--- src/rtl/xif_offload_ctrl.sv ---
// X-IF offload controller: issues one decoded instruction to a coprocessor, commits it and writes its result back.
// Define XIF_OFFLOAD_TIMEOUT_EN to add a result-wait watchdog limited by TIMEOUT_CYCLES.
module xif_offload_ctrl #(
    parameter int unsigned TIMEOUT_CYCLES = 255
) (
    input  logic        clk_i,
    input  logic        rst_ni,
    input  logic        off_valid_i,
    output logic        off_ready_o,
    input  logic [31:0] off_instr_i,
    input  logic [31:0] off_rs0_i,
    input  logic [31:0] off_rs1_i,
    input  logic [3:0]  off_id_i,
    input  logic        kill_i,
    output logic        issue_valid_o,
    input  logic        issue_ready_i,
    output logic [31:0] issue_instr_o,
    output logic [31:0] issue_rs0_o,
    output logic [31:0] issue_rs1_o,
    output logic [3:0]  issue_id_o,
    input  logic        issue_accept_i,
    input  logic        issue_writeback_i,
    output logic        commit_valid_o,
    output logic        commit_kill_o,
    output logic [3:0]  commit_id_o,
    input  logic        result_valid_i,
    output logic        result_ready_o,
    input  logic [3:0]  result_id_i,
    input  logic [4:0]  result_rd_i,
    input  logic [31:0] result_data_i,
    output logic        rf_we_o,
    output logic [4:0]  rf_waddr_o,
    output logic [31:0] rf_wdata_o,
    output logic        illegal_o,
    output logic        busy_o,
    output logic        timeout_o
);

    if (TIMEOUT_CYCLES < 1 || TIMEOUT_CYCLES > 255) begin : g_bad_timeout
        $error("xif_offload_ctrl: TIMEOUT_CYCLES must be in 1..255");
    end

    typedef enum logic [2:0] {
        IDLE,
        ISSUE,
        COMMIT,
        WAIT_RESULT,
        WB
    } state_e;

    state_e      state_q;
    logic        ready_q;
    logic        kill_q;
    logic        wb_q;
    logic        illegal_q;
    logic [31:0] instr_q;
    logic [31:0] rs0_q;
    logic [31:0] rs1_q;
    logic [3:0]  id_q;
    logic [4:0]  rd_q;
    logic [31:0] data_q;
    logic        result_match;

`ifdef XIF_OFFLOAD_TIMEOUT_EN
    localparam logic [7:0] WD_LAST = 8'(TIMEOUT_CYCLES - 1);
    logic [7:0] wd_cnt_q;
    logic       timeout_q;
`endif

    assign result_match = result_valid_i && (result_id_i == id_q);

    // ready_q resets low so off_ready_o stays 0 under reset and rises on the first edge after release
    always_ff @(posedge clk_i or negedge rst_ni) begin
        if (!rst_ni) begin
            state_q   <= IDLE;
            ready_q   <= 1'b0;
            kill_q    <= 1'b0;
            wb_q      <= 1'b0;
            illegal_q <= 1'b0;
            instr_q   <= '0;
            rs0_q     <= '0;
            rs1_q     <= '0;
            id_q      <= '0;
            rd_q      <= '0;
            data_q    <= '0;
`ifdef XIF_OFFLOAD_TIMEOUT_EN
            wd_cnt_q  <= '0;
            timeout_q <= 1'b0;
`endif
        end else begin
            illegal_q <= 1'b0;
`ifdef XIF_OFFLOAD_TIMEOUT_EN
            timeout_q <= 1'b0;
`endif
            case (state_q)
                IDLE: begin
                    ready_q <= 1'b1;
                    kill_q  <= 1'b0;
                    if (ready_q && off_valid_i) begin
                        instr_q <= off_instr_i;
                        rs0_q   <= off_rs0_i;
                        rs1_q   <= off_rs1_i;
                        id_q    <= off_id_i;
                        ready_q <= 1'b0;
                        state_q <= ISSUE;
                    end
                end
                ISSUE: begin
                    if (kill_i) begin
                        kill_q <= 1'b1;
                    end
                    if (issue_ready_i) begin
                        if (issue_accept_i) begin
                            wb_q    <= issue_writeback_i;
                            state_q <= COMMIT;
                        end else begin
                            illegal_q <= 1'b1;
                            kill_q    <= 1'b0;
                            ready_q   <= 1'b1;
                            state_q   <= IDLE;
                        end
                    end
                end
                COMMIT: begin
                    // A kill seen in the commit cycle itself aborts just like an earlier sticky one
                    if (kill_q || kill_i || !wb_q) begin
                        kill_q  <= 1'b0;
                        ready_q <= 1'b1;
                        state_q <= IDLE;
                    end else begin
`ifdef XIF_OFFLOAD_TIMEOUT_EN
                        wd_cnt_q <= '0;
`endif
                        state_q <= WAIT_RESULT;
                    end
                end
                WAIT_RESULT: begin
                    if (result_match) begin
                        rd_q    <= result_rd_i;
                        data_q  <= result_data_i;
                        state_q <= WB;
`ifdef XIF_OFFLOAD_TIMEOUT_EN
                    end else if (wd_cnt_q == WD_LAST) begin
                        timeout_q <= 1'b1;
                        ready_q   <= 1'b1;
                        state_q   <= IDLE;
                    end else begin
                        wd_cnt_q <= wd_cnt_q + 8'd1;
`endif
                    end
                end
                WB: begin
                    ready_q <= 1'b1;
                    state_q <= IDLE;
                end
                default: begin
                    ready_q <= 1'b1;
                    state_q <= IDLE;
                end
            endcase
        end
    end

    assign off_ready_o    = ready_q;
    assign issue_valid_o  = (state_q == ISSUE);
    assign issue_instr_o  = instr_q;
    assign issue_rs0_o    = rs0_q;
    assign issue_rs1_o    = rs1_q;
    assign issue_id_o     = id_q;
    assign commit_valid_o = (state_q == COMMIT);
    assign commit_kill_o  = (state_q == COMMIT) && (kill_q || kill_i);
    assign commit_id_o    = id_q;
    assign result_ready_o = (state_q == WAIT_RESULT);
    assign rf_we_o        = (state_q == WB) && (rd_q != 5'd0);
    assign rf_waddr_o     = rd_q;
    assign rf_wdata_o     = data_q;
    assign illegal_o      = illegal_q;
    assign busy_o         = (state_q != IDLE);
`ifdef XIF_OFFLOAD_TIMEOUT_EN
    assign timeout_o      = timeout_q;
`else
    assign timeout_o      = 1'b0;
`endif

endmodule

--- config.mk ---
export PLATFORM = sky130hd
export DESIGN_NAME = xif_offload_ctrl
export DESIGN_NICKNAME = d
export VERILOG_FILES = /design/src/rtl/xif_offload_ctrl.sv
export SDC_FILE = /design/constraint.sdc
export NUM_CORES = 1
export LEC_CHECK = 0
export CAP_MARGIN = 0
export CORE_MARGIN = 2
export CORE_UTILIZATION = 35
export DETAILED_ROUTE_END_ITERATION = 10
export PLACE_DENSITY = 0.82
export SETUP_SLACK_MARGIN = 0.15
export SLEW_MARGIN = 20
export SYNTH_ARGS = -nofsm -noshare
export SYNTH_HDL_FRONTEND = slang
export SYNTH_SLANG_ARGS = --single-unit
--- constraint.sdc ---
create_clock -name clk_i -period 1.7 [get_ports clk_i]
set_input_delay 0.17 -clock clk_i [delete_from_list [all_inputs] [get_ports clk_i]]
set_output_delay 0.17 -clock clk_i [all_outputs]
set_load 0.01 [all_outputs]
==> impl_metrics.toml, run 1 <==
[die]
die_area_mm2 = 0.0184
initial_core_util_pct = 35.4
num_io_pins = 299
die_h_um = 136
dieWidth_um = 136
coreArea_mm2 = 0.0171
rows = 48

[yosys]
synth_cells = 348
ys.warnings.count = 0
syn_area_per_cell_um2 = 17.4
synth_top_area_cell = "dfrtp_1"
netlist_top_cells_area = "dfrtp_1 59%, mux2_4 22%, mux2_2 9.1%"
synth-seq-area-share_pct = 59.5
synth_area_mm2 = 0.00606
ys_ff_latch = 144
synth_nets = 497
yosysUniqueCellTypes = 27
yosysTopAreaCellShare_pct = 59.5

[global_routing]
grt_pass1_vias = 4873
grtUsageTotal_pct = 18.9
antenna_found_initial = 0
grt-ovfl-total = 0
grt_start_max_net_pins = 49
grt_pass1_wl_um = 26500

[clocking]
cts_buffers = 17
clock_latency_ns = 0.41
clkTransAtPathRegs_ns = 0.06
cts_root_buffer = "clkbuf_16"
clock_sinks = 144
cts.path.max_buffers = 2
htree_levels = 4
cts_tree = "built"

[timing]
max_freq_ghz = 0.545
period_share_pct = 108
drv_slew = 0
fin_setup_tns_ns = -9.31
final.min_clock_period_ns = 1.83
worst_pin_slew_ns = 0.503
slew_headroom_pct = 66.5
finClkSkew_ns = 0.00782
setup_ws_ns = -0.134
whs_ns = 0.299
setup_viol = 141
rsz0062_at_grt = "true"
hold_violations = 0

[setup_path]
critical_path_required_ns = 1.99
cp-start-kind = "flip-flop"
crit_path_max_incr_delay_ns = 0.42
cp-end-kind = "flip-flop"
crit_type = "flip-flop to flip-flop"
regToRegEndpoint = "issue_rs0_o[20]"
slowest_stage = "or3_4"
rrSetupSlack_ns = -0.13
reg2reg_from = "state_q[0]"
path_max_fanout = 5
cp.arrival_ns = 2.13
path_cells = "or3_4 -> nor2_4 -> buf_12 -> buf_12 -> clkbuf_16 -> mux2_4"
crit_path_frequent_cell = "buf_12"
reg2reg_depth = 6

[detailed_routing]
dr.pass1.iters = 4
wl_per_cell_um = 18.1
ant_nets = 0
num_vias = 4317
drc = 0
first_iter_violations = 138
vias_per_cell = 4.50
routed_wl_um = 17400

[run_status]
violations = "negative setup slack"
outcome = "finished with violations"

[cells_and_area]
final_cell_area_mm2 = 0.0109
fin_nets = 871
num_antenna_cells = 0
fillCellCount = 1226
drive_gt1_share_pct = 37.2
multi_input_area_mm2 = 0.00241
register_area_mm2 = 0.00360
area_growth_pct = 79.9

[placed_design]
hpwl_um = 12300
numPortBuffers = 297
gp_congestion = 0.803
dp_slack_ns = -0.148
dpl_cell_area_mm2 = 0.00957

[power_and_ir_drop]
p_seq_share_pct = 30.3
peakVddDrop_v = 0.000934
leakagePower_nw = 4.93
power.share.clock_pct = 18.1
p_per_area_mw_per_mm2 = 1860
switching_share_pct = 29.4
switching_power_w = 0.00596
combPwrFrac_pct = 51.7
power.internal_w = 0.0143

[worst_hold_path]
hp-class = "input pin to asynchronous set/reset pin"

[flow_run]
max_cap_violations = 0
how the worst max path moves through the flow:
stage / startpoint / end / slack (ns) / cells past startpoint
floorplan: state_q[1] / commit_id_o[0] / -0.03 / 6
global placement: result_id_i[3] / rf_wdata_o[11] / -0.14 / 6
detailed placement: result_id_i[3] / rf_wdata_o[8] / -0.15 / 6
CTS: rf_waddr_o[4] / rf_we_o / -0.14 / 4
global route: state_q[1] / rf_wdata_o[18] / -0.22 / 9
finish: state_q[0] / issue_rs0_o[20] / -0.13 / 6
flip-flops by register name, indices dropped and copies added, names as in the netlist:
register / cells
commit_id_o: 4
illegal_o: 1
issue_instr_o: 32
issue_rs0_o: 32
issue_rs1_o: 32
kill_q: 1
off_ready_o: 1
rf_waddr_o: 5
rf_wdata_o: 32
state_q: 3
wb_q: 1
layout make-up:
type | count | share of cell area (%)
timing repair buffer | 378 | 36.9
sequential | 144 | 33.1
multi-input combinational | 180 | 22.1
clock buffer | 17 | 3.90
tap | 225 | 2.58
clock inverter | 14 | 1.45
inverter | 1 | 0.0344
power groups by stage:
stage,Sequential (W),Clock [W],Combinational (W)
final,0.00613,0.00367,0.0105
after global placement,0.00604,0,0.00931
after CTS,0.00614,0.00377,0.0103
after detailed placement,0.00611,0,0.00949
after global routing,0.00634,0.00392,0.0110
after floorplan,0.00677,0,0.00400
per-stage QoR:
stage | cells | total power [W] | util, %
after floorplan | 348 | 0.0108 | -
after global placement | 888 | 0.0154 | 55.9
after detailed placement | 888 | 0.0156 | 55.9
after CTS | 952 | 0.0202 | 62.7
after global routing | 959 | 0.0213 | 63.7
final | 959 | 0.0203 | 63.7
critical path, delay by kind of cell, from the launching register on:
kind / cells / cell delay, ns
buffers and inverters: 3 / 0.43
DFF: 1 / 0.38
muxes: 1 / 0.30
and+or+nand+nor: 2 / 0.62
cell usage after synthesis, drive strengths merged:
library cell	n
o22a	1
a211oi	2
nand2	2
o21ai	3
nand3	4
inv	1
or4	1
xnor2	4
and3b	2
nor2	7
o21a	1
or3	1
a21oi	6
mux2	138
nor2b	2
nand2b	1
nor3b	2
conb	1
buf	23
nor4b	1
dfrtp	144
and3	1
routing by layer:
| metal | up-vias | global-route usage [%] | wire, um |
|---|---|---|---|
| met1 | 2122 | 22.4 | 6690 |
| li1 | 1969 | - | - |
| met4 | 0 | 6.48 | 365 |
| met3 | 20 | 5.50 | 1300 |
| met5 | - | 0 | 0 |
| met2 | 206 | 32.9 | 9030 |
repair_timing:
action,in CTS,in global routing
setup endpoints to repair,156,151
hold endpoints to repair,44,0
pin swaps,9,3
setup buffers,27,5
resized for setup,102,24
cloned,5,2
hold buffers,1,0
cell usage in the layout (no fill, tap or decap), types with 2 or more instances in the layout:
cell type        synthesis  layout
a211oi_1                 2       2
a21oi_1                  6       4
a21oi_2                  0       2
buf_12                  10      15
buf_16                   0       5
buf_2                    3       2
buf_4                    7      33
buf_6                    3      24
buf_8                    0       6
bufinv_16                0       2
clkbuf_16                0      19
clkdlybuf4s50_1          0     269
clkinv_4                 0       4
clkinvlp_4               0       3
dfrtp_1                144     144
dlygate4sd2_1            0      14
dlymetal6s2s_1           0       6
inv_6                    0       4
mux2_4                  89     137
nand2_1                  2       2
nand3_1                  4       2
nand3_2                  0       2
nor2_1                   6       3
nor2_4                   1       3
o21ai_0                  3       2
xnor2_1                  4       2
xnor2_2                  0       2
logic make-up (layout without fill, tap and decap cells):
| logic type | after synthesis | count (layout) | share of synthesized area, % |
|---|---|---|---|
| buffers and inverters | 24 | 410 | 5.04 |
| muxes | 138 | 138 | 31.2 |
| and+or+nand+nor | 24 | 24 | 2.42 |
| AOI/OAI and AO/OA | 13 | 13 | 1.26 |
| other | 1 | 1 | 0.0619 |
| DFF | 144 | 144 | 59.5 |
| xor gates and xnor gates | 4 | 4 | 0.578 |
Power figures use the tool's default switching activity.
==> run 2: changes to the inputs <==
--- a/config.mk
+++ b/config.mk
@@ -8,6 +8,7 @@
 export CAP_MARGIN = 0
 export CORE_MARGIN = 2
 export CORE_UTILIZATION = 35
+export CTS_CLUSTER_SIZE = 20
 export DETAILED_ROUTE_END_ITERATION = 10
 export PLACE_DENSITY = 0.82
 export SETUP_SLACK_MARGIN = 0.15
==> results of run 2 <==
The final DEF is identical to that of run 1; final timing and power are the same.
==> run 3: changes to the inputs <==
--- a/config.mk
+++ b/config.mk
@@ -8,7 +8,6 @@
 export CAP_MARGIN = 0
 export CORE_MARGIN = 2
 export CORE_UTILIZATION = 35
-export CTS_CLUSTER_SIZE = 20
 export DETAILED_ROUTE_END_ITERATION = 10
 export PLACE_DENSITY = 0.82
 export SETUP_SLACK_MARGIN = 0.15
==> results of run 3 <==
The final DEF is identical to that of run 1; final timing and power are the same.
